===== config.mk =====
export PLATFORM = sky130hd
export DESIGN_NAME = pc_source_ctrl
export DESIGN_NICKNAME = d
export VERILOG_FILES = /design/src/rtl/pc_source_ctrl.sv
export SDC_FILE = /design/constraint.sdc
export NUM_CORES = 1
export LEC_CHECK = 0
export BUFFER_PORTS_ARGS = -buffer_cell sky130_fd_sc_hd__buf_2
export CORE_MARGIN = 2
export CORE_UTILIZATION = 50
export CTS_BUF_LIST = sky130_fd_sc_hd__clkbuf_4 sky130_fd_sc_hd__clkbuf_8
export DETAILED_ROUTE_END_ITERATION = 12
export HOLD_SLACK_MARGIN = 0.12
export MAX_ROUTING_LAYER = met4
export PLACE_DENSITY = 0.84
export SLEW_MARGIN = 20
export SYNTH_ARGS = -nofsm -noshare
export SYNTH_HDL_FRONTEND = slang
export SYNTH_SLANG_ARGS = --single-unit

===== constraint.sdc =====
create_clock -name clk -period 4.3 [get_ports clk]
set_input_delay 0 -clock clk [delete_from_list [all_inputs] [get_ports clk]]
set_output_delay 0 -clock clk [all_outputs]
set_load 0.02 [all_outputs]

===== src/rtl/pc_source_ctrl.sv =====
// PC-source sequencer: resolves one instruction per request into a PC mux select and PC/EPC load strobes.
// Optional `PC_SOURCE_STATS_EN adds saturating taken-branch and exception counters.
module pc_source_ctrl #(
    parameter int MEM_LATENCY = 2
) (
    input  logic       clk,
    input  logic       reset,
    input  logic       req_valid,
    output logic       req_ready,
    input  logic [5:0] opcode,
    input  logic [5:0] funct,
    input  logic       zero,
    input  logic       gt,
    input  logic       overflow,
    input  logic       div_zero,
    output logic [2:0] pc_source,
    output logic       pc_write,
    output logic       epc_write,
    output logic [7:0] exc_addr,
`ifdef PC_SOURCE_STATS_EN
    output logic [15:0] taken_cnt,
    output logic [15:0] exc_cnt,
`endif
    output logic       done
);

    localparam int CW = (MEM_LATENCY > 1) ? $clog2(MEM_LATENCY) : 1;

    typedef enum logic [2:0] {IDLE, RESOLVE, EXC_SAVE, EXC_WAIT, EXC_JUMP} state_t;

    state_t        state;
    logic [CW-1:0] cnt;
    logic [5:0]    op_q, fn_q;
    logic          zero_q, gt_q, ovf_q, dz_q;

    logic rtype, undef, ovf_exc, dz_exc, taken, is_j, is_jr, is_rte;

    always_comb begin
        rtype   = (op_q == 6'h00);
        undef   = !(op_q inside {6'h00, 6'h02, 6'h03, 6'h04, 6'h05, 6'h06, 6'h07, 6'h08,
                                 6'h0F, 6'h20, 6'h23, 6'h24, 6'h28, 6'h29, 6'h2B})
                  || (rtype && !(fn_q inside {6'h20, 6'h22, 6'h24, 6'h25, 6'h2A, 6'h00,
                                              6'h02, 6'h03, 6'h04, 6'h07, 6'h08, 6'h13,
                                              6'h18, 6'h1A, 6'h10, 6'h12, 6'h05}));
        ovf_exc = ovf_q && ((rtype && (fn_q == 6'h20 || fn_q == 6'h22)) || op_q == 6'h08);
        dz_exc  = dz_q && rtype && (fn_q == 6'h1A);
        taken   = (op_q == 6'h04 && zero_q) || (op_q == 6'h05 && !zero_q) ||
                  (op_q == 6'h06 && (zero_q || !gt_q)) || (op_q == 6'h07 && gt_q);
        is_j    = (op_q == 6'h02) || (op_q == 6'h03);
        is_jr   = rtype && (fn_q == 6'h08);
        is_rte  = rtype && (fn_q == 6'h13);
    end

    always_ff @(posedge clk or posedge reset) begin
        if (reset) begin
            state     <= IDLE;
            req_ready <= 1'b1;
            pc_source <= 3'b000;
            pc_write  <= 1'b0;
            epc_write <= 1'b0;
            exc_addr  <= 8'd0;
            done      <= 1'b0;
            cnt       <= '0;
            op_q      <= 6'd0;
            fn_q      <= 6'd0;
            zero_q    <= 1'b0;
            gt_q      <= 1'b0;
            ovf_q     <= 1'b0;
            dz_q      <= 1'b0;
        end else begin
            pc_write  <= 1'b0;
            epc_write <= 1'b0;
            done      <= 1'b0;
            case (state)
                IDLE: if (req_valid && req_ready) begin
                    op_q      <= opcode;
                    fn_q      <= funct;
                    zero_q    <= zero;
                    gt_q      <= gt;
                    ovf_q     <= overflow;
                    dz_q      <= div_zero;
                    req_ready <= 1'b0;
                    state     <= RESOLVE;
                end
                RESOLVE: begin
                    // exception priority: undefined opcode > overflow > divide-by-zero
                    if (undef || ovf_exc || dz_exc) begin
                        exc_addr  <= undef ? 8'd253 : (ovf_exc ? 8'd254 : 8'd255);
                        epc_write <= 1'b1;
                        state     <= EXC_SAVE;
                    end else begin
                        done      <= 1'b1;
                        req_ready <= 1'b1;
                        state     <= IDLE;
                        if (taken) begin
                            pc_source <= 3'b001;
                            pc_write  <= 1'b1;
                        end else if (is_j) begin
                            pc_source <= 3'b010;
                            pc_write  <= 1'b1;
                        end else if (is_jr) begin
                            pc_source <= 3'b101;
                            pc_write  <= 1'b1;
                        end else if (is_rte) begin
                            pc_source <= 3'b011;
                            pc_write  <= 1'b1;
                        end
                    end
                end
                EXC_SAVE: begin
                    cnt   <= CW'(MEM_LATENCY - 1);
                    state <= EXC_WAIT;
                end
                EXC_WAIT: begin
                    if (cnt == '0) begin
                        pc_source <= 3'b100;
                        pc_write  <= 1'b1;
                        done      <= 1'b1;
                        state     <= EXC_JUMP;
                    end else begin
                        cnt <= cnt - CW'(1);
                    end
                end
                EXC_JUMP: begin
                    req_ready <= 1'b1;
                    state     <= IDLE;
                end
                default: begin
                    req_ready <= 1'b1;
                    state     <= IDLE;
                end
            endcase
        end
    end

`ifdef PC_SOURCE_STATS_EN
    always_ff @(posedge clk or posedge reset) begin
        if (reset) begin
            taken_cnt <= 16'd0;
            exc_cnt   <= 16'd0;
        end else begin
            if (pc_write && pc_source == 3'b001 && taken_cnt != 16'hFFFF)
                taken_cnt <= taken_cnt + 16'd1;
            if (state == EXC_JUMP && exc_cnt != 16'hFFFF)
                exc_cnt <= exc_cnt + 16'd1;
        end
    end
`endif

endmodule


**Word level (Yosys, flattened, before mapping)**

Cells that the tools add are included.

- Logic and storage cells: 120
- Input port bits: 19
- Output and inout port bits: 15
- Bits in registers: 35

- Add/subtract/negate cells: 1
- Reductions and logical operators: 39
- Equal/unequal tests: 37
- Bitwise gates (word level): 1
- Mux-type cells: 28

Operators by type and width:

| operator | number |
|---|---|
| 6-bit == test (second input constant) | 11 |
| 6-bit by 3-bit == test with 1-bit output (second input constant) | 7 |
| 6-bit by 5-bit == test with 1-bit output (second input constant) | 5 |
| 6-bit by 2-bit == test with 1-bit output (second input constant) | 4 |
| 3-bit 2-to-1 mux | 7 |
| 6-bit by 4-bit == test with 1-bit output (second input constant) | 3 |
| 17-bit nonzero test | 1 |
| 15-bit nonzero test | 1 |
| 1-bit 2-to-1 mux | 13 |
| 1-bit logical AND | 12 |
| 6-bit logical NOT | 2 |
| 3-bit case mux with 4 select lines | 1 |
| 1-bit logical OR | 10 |
| 3-bit by 2-bit == test with 1-bit output (second input constant) | 2 |
| 2-bit != test (second input constant) | 3 |
| 1-bit case mux with 2 select lines | 3 |
| 3-bit case mux with 2 select lines | 1 |
| 2-bit AND reduction | 3 |
| 5-bit != test (second input constant) | 1 |
| 1-bit logical NOT | 4 |
| 2-bit 2-to-1 mux | 2 |
| 4-bit AND reduction | 1 |
| 2-bit nonzero test | 2 |
| 3-bit by 1-bit == test with 1-bit output (second input constant) | 1 |
| other kinds (6) | 6 |

**Longest topological paths before layout**

Gate-level depths: netlist of the first run.

- Depth in word-level cells: 9
- Mapped depth: 8
- Depth with buffers taken out: 6

**Least setup slack after synthesis of the first run**

No wires, ideal clock.

- Path kind: flip-flop to flip-flop
- Start point: reg fn_q[0]
- End point: reg exc_addr[0]
- Setup slack: 2.405 ns
- Data arrival time: 1.770 ns
- Clock period less this slack: 1.895 ns
- Library setup time: 0.125 ns
- Buffers on the path: 1
- Stages on the path, launching flop included: 8
- Data required time: 4.175 ns
- Path through: dfrtp_1 > or4_1 > o21ai_2 > o21ai_2 > o211ai_2 > and2_4 > buf_6 > mux2_4

- Word-level cells in the longest chain between the ends: 8
- Elaborated cells on any way between the ends: 31
- Those cells by class: 16 x eq/ne; 2 x mux; 13 x reduce/logical

RTL lines:

| element | line | source |
|---|---|---|
| start, declared | 33 | `logic [5:0] op_q, fn_q;` |
| start signal, assigned | 77 | `fn_q <= funct;` |
| 6-bit == test, or another cell as far along | 42, 45 |  |
| 17-bit nonzero test / 1-bit logical OR (equally long branches) | 42, 45 |  |
| 1-bit logical NOT / 1-bit logical AND (equally long branches) | 42, 45 |  |
| 1-bit logical AND / 1-bit logical OR (equally long branches) | 42, 45 |  |
| 1-bit logical OR / 1-bit logical AND (equally long branches) | 42, 45 |  |
| 1-bit logical OR (2 in series) | 87 | `if (undef \|\| ovf_exc \|\| dz_exc) begin` |
| 2-bit AND reduction (no source line) | - |  |
| end signal, assigned | 88 | `exc_addr <= undef ? 8'd253 : (ovf_exc ? 8'd254 : 8'd255);` |
| end, declared | 19 | `output logic [7:0] exc_addr,` |

Parallel ways exist; a longest one is shown, timed or not.
A chain may end at the register's enable or synchronous reset.

**Worst setup path in the final report of the first run**

- Start point: reg op_q[5]
- End point: reg exc_addr[0]

- Word-level cells in the longest chain between the ends: 7
- Elaborated cells on any way between the ends: 29
- Those cells by class: 14 x eq/ne; 2 x mux; 13 x reduce/logical

RTL lines:

| element | line | source |
|---|---|---|
| start, declared | 33 |  |
| start signal, assigned | 76 | `op_q <= opcode;` |
| 6-bit by 2-bit == test with 1-bit output, or another cell as far along | 40 | `undef = !(op_q inside {6'h00, 6'h02, 6'h03, 6'h04, 6'h05, 6'h06, 6'h07, 6'h08,` |
| 15-bit nonzero test / 1-bit logical AND (equally long branches) | 40, 45 |  |
| 1-bit logical NOT / 1-bit logical OR (equally long branches) | 40, 45 |  |
| 1-bit logical OR / 1-bit logical AND (equally long branches) | 42, 45 |  |
| 1-bit logical OR (2 in series) | 87 |  |
| 2-bit AND reduction (no source line) | - |  |

Parallel ways exist; a longest one is shown, timed or not.

==> results of run 1 <==
-- area by class of cell --
type | count | area [um^2] | area share, %
clock buffers | 8 | 78.8 | 4.10
inverters | 6 | 22.5 | 1.17
multi-input cells | 90 | 682 | 35.5
flip-flops and latches | 30 | 752 | 39.1
well taps | 33 | 41.3 | 2.15
repair buffers | 51 | 345 | 18.0
-- worst max-delay path by stage --
stage | start | end | slack, ns | cells past startpoint
finish | op_q[5] | exc_addr[0] | 2.14 | 5
CTS | state[1] | op_q[1] | 2.17 | 3
global route | op_q[5] | exc_addr[0] | 2.00 | 5
global placement | op_q[5] | exc_addr[0] | 2.26 | 5
detailed placement | state[1] | op_q[1] | 2.18 | 3
floorplan | fn_q[0] | exc_addr[0] | 2.40 | 7
-- sequential cells by signal, summed over array words and instances (netlist names) --
| signal | count |
|---|---|
| fn_q | 6 |
| op_q | 6 |
| exc_addr | 3 |
| pc_source | 3 |
| state | 3 |
| cnt | 1 |
| done | 1 |
| dz_q | 1 |
| epc_write | 1 |
| gt_q | 1 |
| ovf_q | 1 |
| pc_write | 1 |
| req_ready | 1 |
| zero_q | 1 |
-- cell families after synthesis --
| family | count (synthesis) | synth area share, % |
|---|---|---|
| compound gates | 25 | 12.2 |
| xor+xnor | 1 | 0.575 |
| buf+inv | 15 | 5.83 |
| flops | 30 | 49.4 |
| mux | 16 | 12.0 |
| simple gates | 48 | 20.0 |
-- metrics by stage --
step	total power, W	util [%]	worst slack [ns]	area [um^2]
after global routing	0.00140	64.5	2.00	1920
after floorplan	0.000961	-	2.40	1520
after CTS	0.00131	64.5	2.17	1920
after global placement	0.00104	55.8	2.26	1660
final	0.00131	64.5	2.14	1920
after detailed placement	0.00109	55.8	2.18	1660
-- synth_stat cells, drive strengths merged, types with 2 or more instances --
cell type,number
and4bb,3
nand3,2
inv,6
dfrtp,29
a21oi,2
nand2b,4
o22ai,4
nor3b,2
a31oi,2
and2,2
buf,9
o311ai,2
nand2,13
nor4,2
nor2,5
nor3,2
or2,2
or2b,2
mux2,15
nor4b,3
nor2b,2
o21ai,8
-- where the power goes --
part	internal [W]	total, W	switching [W]
clock	0.000112	0.000208	0.0000963
sequential	0.000413	0.000579	0.000166
combinational	0.000267	0.000523	0.000256
-- routing by layer --
layer / vias to the layer above / routed length, um / global-route usage (%)
met1: 548 / 1340 / 24.2
met2: 41 / 1670 / 37.4
li1: 583 / - / -
met5: - / 0 / -
met3: 6 / 184 / 6.11
met4: 0 / 33 / 6.49
-- worst reg2reg max path, cell delays in order, from the launching register on --
cell and delay [ns]:
dfrtp_1 0.48, nor4_1 0.54, o311ai_1 0.23, o211ai_2 0.29
and2_4 0.22, mux2_4 0.30
-- timing repair --
item,CTS,global route
setup buffers,0,0
hold endpoints to repair,47,0
hold buffers,18,0
resized for setup,0,0
==> results.yml, run 1 <==
critical_path:
  critPathMaxFanout: 8
  critPathArrivalTime_ns: 2.39
  path_cells: "nor4_1 -> o311ai_1 -> o211ai_2 -> and2_4 -> mux2_4"
  crit_buf_inv: 0
  worstReg2RegStart: "op_q[5]"
  critPathKind: "reg2reg"
  crit_path_end_kind: "flop"
  max_stage_delay_ns: 0.54
  ff2ff_setup_slack_ns: 2.14
  r2r_cells: 5
  critPathTopFamily: "simple AND/OR/NAND/NOR gates"
  reg2reg_to: "exc_addr[0]"
  cp-start-kind: "flop"
  cp_slowest_cell: "nor4_1"
  required_ns: 4.52
routing:
  drt_iter0_markers: 23
  wirelength_um: 3220
  num_vias: 1178
  wire_per_inst_um: 14.8
  route.detailed.drc: 0
  ant_nets: 0
  via_per_inst: 5.40
  first_pass_iters: 5
yosys:
  syn_inst: 135
  yosysTopAreaCell: "dfrtp_1"
  synth-seq-area-share_pct: 49.4
  synthTopCellsByArea: "dfrtp_1 (48%), mux2_2 (10%), nand2_1 (3.2%)"
  synth.distinct_cells: 44
  synth_flop_cell: "dfrtp_1"
  synth_area_um2: 1520
  synth_top_area_share_pct: 47.7
  synth_edf_count: 0
  avgSynthCellArea_um2: 11.3
  ys_ff_latch: 30
  synth.net_count: 154
  ys_warn_count: 0
  synthArstFlopShare_pct: 100
sta:
  max_freq_mhz: 462
  tightest_slew_ns: 1.00
  slew_violations: 0
  setup_violations: 0
  post-route-min-period_ns: 2.16
  period_share_pct: 50.3
  holdWs_ns: 0.275
  finalSetupTns_ns: 0
  rsz0062_at_grt: "no"
  slew_headroom_pct: 33.1
  hold_violations: 0
  finClkSkew_ns: 0.00858
placed_design:
  dp_hpwl_um: 2300
  place_congestion: 0.787
  port_buffers: 33
  dpl.cell_count: 192
clocking:
  cts_tree: "yes"
  path_clk_slew_ns: 0.09
  clock_latency_ns: 0.34
  cts-root-buf: "clkbuf_4"
  cts_buffer_depth: 2
  htreeDepth: 2
  clock-sinks: 30
  cts_made_buffers: 5
floorplanning:
  initial_core_util_pct: 51.1
  die_w_um: 59.2
  dieArea_um2: 3500
  std_cell_rows: 20
  coreArea_um2: 2980
  die_h_um: 59.2
  ioPinCount: 34
global_routing:
  grt_max_degree: 31
  overflow: 0
  track_usage_pct: 21.7
  grt_pass1_wl_um: 5350
  antenna_found_initial: 0
  grt_pass1_vias: 1195
status:
  status: "finished clean"
layout:
  final_cell_mix: "buf_2 (33), dfrtp_1 (29), dlygate4sd3_1 (18)"
  drive_gt1_share_pct: 35.7
  final_common_cell: "buf_2"
  fillers: 245
  syn2layout_area_growth_pct: 26.2
  n_antenna_cell: 0
  stdcell_count: 218
  fin_nets: 203
power_and_ir_drop:
  power_density_nw_per_um2: 682
  p_leak_nw: 0.847
  ir_drop_mv: 0.416
worst_hold_path:
  hp-class: "in2async"
run:
  cap_violations: 0
Power figures use the tool's default switching activity.
==> run 2, diff against run 1 <==
ABC_AREA = 1   (was not set)
PLACE_DENSITY = 0.86   (was 0.84)
clock period = 1.95 ns   (was 4.3 ns; I/O delays follow)
==> run 2 against run 1 <==
  * Sequential share of layout area shrank 0.48 points
  * Fmax grew 43%
  * Clock power grew 89%
==> results.yml, run 2 <==
global_routing:
  grt_pass1_wl_um: 4980
  grt_pass1_vias: 1217
  track_usage_pct: 20.0
  antenna_found_initial: 0
  overflow: 0
  grt_max_degree: 30
power_and_ir_drop:
  power_density_nw_per_um2: 1360
  ir_drop_mv: 0.739
  p_leak_nw: 1.03
critical_path:
  crit_path_end_kind: "flop"
  required_ns: 2.16
  critPathArrivalTime_ns: 1.72
  critPathKind: "reg2reg"
  critPathMaxFanout: 7
  cp-start-kind: "flop"
  r2r_cells: 9
floorplanning:
  die_h_um: 59.3
  ioPinCount: 34
  die_w_um: 59.3
  initial_core_util_pct: 51.4
  dieArea_um2: 3520
  std_cell_rows: 20
  coreArea_um2: 2980
placed_design:
  dp_hpwl_um: 2130
  port_buffers: 33
  postPlaceCellArea_um2: 1700
  place_congestion: 0.814
  post-place-ws_ns: 0.452
routing:
  first_pass_iters: 4
  wire_per_inst_um: 10.2
  wirelength_um: 2870
  drt_iter0_markers: 38
  num_vias: 1354
  route.detailed.drc: 0
  ant_nets: 0
  via_per_inst: 4.82
clocking:
  cts-root-buf: "clkbuf_4"
  clock_latency_ns: 0.33
  path_clk_slew_ns: 0.09
  post_cts_buffers: 0
  htreeDepth: 2
  clock-sinks: 30
  hold_buffers: 18
  cts_resized: 0
  cts_made_buffers: 5
  cts_tree: "yes"
  cts_buffer_depth: 2
yosys:
  ys_ff_latch: 30
  synth.distinct_cells: 27
  synth_flop_cell: "dfrtp_1"
  synth_area_um2: 1530
  yosysTopAreaCell: "dfrtp_1"
  synth.net_count: 214
  avgSynthCellArea_um2: 7.85
  synthArstFlopShare_pct: 100
  synth-seq-area-share_pct: 49.1
  syn_inst: 195
  yosys.cell_count.top_type: "nor2_1"
  synth_top_area_share_pct: 47.4
  synth_edf_count: 0
  synth_commonest_cells: "nor2_1 (34), nand2_1 (31), inv_1 (30)"
  ys_warn_count: 0
  synthTopCellsByArea: "dfrtp_1 (47%), nor2_1 (8.3%), nand2_1 (7.6%)"
layout:
  multiInputGateArea_um2: 606
  final_cell_mix: "nor2_1 (34), buf_2 (33), nand2_1 (31)"
  final_core_util_pct: 65.3
  fillers: 249
  reg_top3: "fn_q: 6 flops, op_q: 6 flops"
  stdcell_area_um2: 1950
  fin_nets: 266
  seq_area_um2: 752
  final_common_cell: "nor2_1"
  drive_gt1_share_pct: 23.8
  n_antenna_cell: 0
  syn2layout_area_growth_pct: 27.0
sta:
  period_share_pct: 77.5
  hold_violations: 0
  holdWs_ns: 0.239
  tightest_slew_ns: 0.563
  slew_violations: 0
  rsz0062_at_grt: "no"
  slew_headroom_pct: 62.2
  finalSetupTns_ns: 0
  max_freq_mhz: 661
  post-route-min-period_ns: 1.51
  setup_violations: 0
  finClkSkew_ns: 0.00675
  fin_ws_ns: 0.438
run:
  cap_violations: 0
worst_hold_path:
  hp-class: "in2async"
status:
  status: "finished clean"
[run 2: cell count changes after synthesis, sizes merged, moves of 12 or more]
cell	delta
a21oi	+12
inv	+26
mux2	-12
nand2	+21
nand3	+16
nor2	+32
[run 2: cells by family after synthesis]
| group | after synthesis | share of synthesized area [%] |
|---|---|---|
| AO/OA/AOI/OAI | 25 | 8.25 |
| buffers and inverters | 40 | 11.4 |
| flip-flops | 30 | 49.1 |
| multiplexers | 3 | 2.21 |
| AND/OR/NAND/NOR | 97 | 29.1 |
[run 2: cell type report]
class	count	share of cell area [%]
Sequential cell	30	38.6
Clock inverter	1	0.257
Tap cell	33	2.12
Inverter	32	6.30
Timing Repair Buffer	53	18.5
Multi-Input combinational cell	125	31.1
Clock buffer	7	3.02
[run 2: per-layer routing]
| metal | vias up | global-route usage, % | wire, um |
|---|---|---|---|
| met5 | - | - | 0 |
| met4 | 0 | 9.74 | 62 |
| met3 | 6 | 6.55 | 145 |
| met2 | 37 | 30.8 | 1320 |
| met1 | 599 | 23.4 | 1340 |
| li1 | 712 | - | - |
[run 2: path summary, 6_finish.rpt]
path / start / endpoint / slack, ns
max: op_q[1] / exc_addr[6] / 0.44
min: reset / fn_q[2] / 0.24
max reg2reg: op_q[1] / exc_addr[6] / 0.44
min reg2reg: cnt / state[2] / 0.47
max in group asynchronous: reset / req_ready / 1.04
min in group clk: div_zero / dz_q / 0.44
[run 2: worst max-delay path, cell delays in order, from the launching register on]
cell and delay, ns:
dfrtp_1 0.45, nor2_2 0.19, inv_1 0.05, o21ai_0 0.06, nand2_1 0.10, nand3_2 0.09, nand3_2 0.10, nand2_4 0.12
inv_4 0.04, or2_1 0.20
[run 2: report_power, final]
group | switching [W] | internal [W]
Combinational | 0.000709 | 0.000427
Sequential | 0.000207 | 0.000906
Clock | 0.000205 | 0.000188
[run 2: per-stage QoR]
stage	power, W	std cells
finish	0.00264	281
global route	0.00289	281
CTS	0.00266	281
detailed placement	0.00224	255
global placement	0.00219	255
floorplan	0.00196	195
==> run 3, diff against run 2 <==
PLACE_DENSITY = 0.84   (was 0.86)
clock period = 1.4 ns   (was 1.95 ns; I/O delays follow)
==> run 3 against run 2 <==
  * The flow now finishes with violations (setup timing)
  * Cell count is 2.5% higher
  * Global-route usage is 1.3 points higher
  * Final area is 5.7% higher
  * Critical path depth stayed put
  * Highest routed layer unchanged
==> results.yml, run 3 (synthesis results as in run 2) <==
status:
  violations: "setup timing"
  status: "complete, but fails checks"
sta:
  rsz0062_at_grt: "yes"
  period_share_pct: 105
  fin_ws_ns: -0.0759
  slew_violations: 0
  max_freq_mhz: 678
  finalSetupTns_ns: -0.330
  setup_violations: 7
  slew_headroom_pct: 76.4
  post-route-min-period_ns: 1.48
  tightest_slew_ns: 0.354
  finClkSkew_ns: 0.00554
  hold_violations: 0
placed_design:
  port_buffers: 33
  place_congestion: 0.766
  dp_hpwl_um: 2090
routing:
  wirelength_um: 3100
  route.detailed.drc: 0
  drt_iter0_markers: 43
  num_vias: 1411
  wire_per_inst_um: 10.8
  first_pass_iters: 4
  ant_nets: 0
  via_per_inst: 4.90
layout:
  drive_gt1_share_pct: 31.0
  fin_nets: 273
  syn2layout_area_growth_pct: 34.2
  reg_top3: "fn_q: 6 flops, op_q: 6 flops"
  fillers: 240
  final_cell_mix: "buf_2 (33), nand2_1 (31), inv_1 (28)"
  n_antenna_cell: 0
  final_common_cell: "buf_2"
global_routing:
  grt_pass1_wl_um: 5370
  grt_max_degree: 31
  grt_pass1_vias: 1302
  overflow: 0
  antenna_found_initial: 0
  track_usage_pct: 21.3
worst_hold_path:
  hp-class: "in2async"
floorplanning:
  initial_core_util_pct: 51.4
  dieArea_um2: 3520
  die_h_um: 59.3
  std_cell_rows: 20
  ioPinCount: 34
  die_w_um: 59.3
  coreArea_um2: 2980
run:
  cap_violations: 0
clocking:
  path_clk_slew_ns: 0.09
  cts-root-buf: "clkbuf_4"
  cts_tree: "yes"
  cts_made_buffers: 5
  htreeDepth: 2
  clock-sinks: 30
  clock_latency_ns: 0.33
  cts_buffer_depth: 2
power_and_ir_drop:
  ir_drop_mv: 0.877
  total_power_w: 0.00395
  p_leak_nw: 1.06
  power_density_nw_per_um2: 1920
critical_path:
  critPathArrivalTime_ns: 1.69
  critPathMaxFanout: 7
  crit_path_end_kind: "flop"
  critPathKind: "reg2reg"
  cp-start-kind: "flop"
  required_ns: 1.62
run 3: cell count changes in the layout (fill, tap and decap cells not counted), sizes merged:
cell | previous run | this run
buf | 35 | 42
clkbuf | 7 | 8
clkinv | 1 | 0
run 3: what timing repair did:
item,in CTS,in global routing
pin swaps,6,4
endpoints found under the setup margin,10,21
gates cloned,0,0
gates resized for setup,6,10
buffers inserted,2,0
hold endpoints to repair,48,0
hold buffers,18,0
run 3: through the flow:
| stage | hold WS, ns | util [%] | instance area (um^2) | std cells | setup slack (ns) |
|---|---|---|---|---|---|
| final | 0.267 | 69.0 | 2060 | 288 | -0.0759 |
| after CTS | 0.274 | 68.1 | 2030 | 288 | -0.0634 |
| after global routing | 0.325 | 69.0 | 2060 | 288 | -0.202 |
| after detailed placement | 0.0871 | 58.8 | 1750 | 260 | -0.0763 |
| after floorplan | 0.0901 | - | 1530 | 195 | 0.0296 |
| after global placement | 0.0796 | 58.8 | 1750 | 260 | -0.0344 |
run 3: critical path, cell delays in order, from the launching register on:
cell and delay [ns]:
dfrtp_1 0.41, nor2_4 0.19, inv_2 0.06, nor2_1 0.08, o21ai_1 0.08, nand3_2 0.09, nand3_2 0.09, nand2_4 0.13
inv_4 0.04, or2_1 0.19
run 3: metal layers:
metal  GRT usage [%]  routed length, um  vias to the layer above
met1            24.8               1370                      645
met3            5.90                128                        6
met2            34.5               1540                       36
li1                -                  -                      724
met4            8.77                 56                        0
met5               -                  0                        -
run 3: final cells by class:
class,instances,area (um^2),share of cell area [%]
clock buffers,8,66.3,3.23
inverters,32,123,5.96
multi-input cells,125,646,31.4
flip-flops and latches,30,754,36.7
well taps,33,41.3,2.01
repair buffers,60,425,20.7
run 3: worst paths after layout:
path | from | endpoint | slack (ns) | cells after the start
min in group clk | div_zero | dz_q | 0.44 | 3
max in group asynchronous | reset | req_ready | 0.82 | 4
max reg2reg | op_q[5] | exc_addr[6] | -0.08 | 9
max | op_q[5] | exc_addr[6] | -0.08 | 9
min | reset | fn_q[2] | 0.27 | 4
min reg2reg | cnt | state[2] | 0.46 | 1
run 3: report_power, final:
group	switching, W	internal [W]	leakage [nW]
registers	0.000303	0.00127	0.344
clock network	0.000282	0.000286	0.0394
logic	0.00108	0.000733	0.680
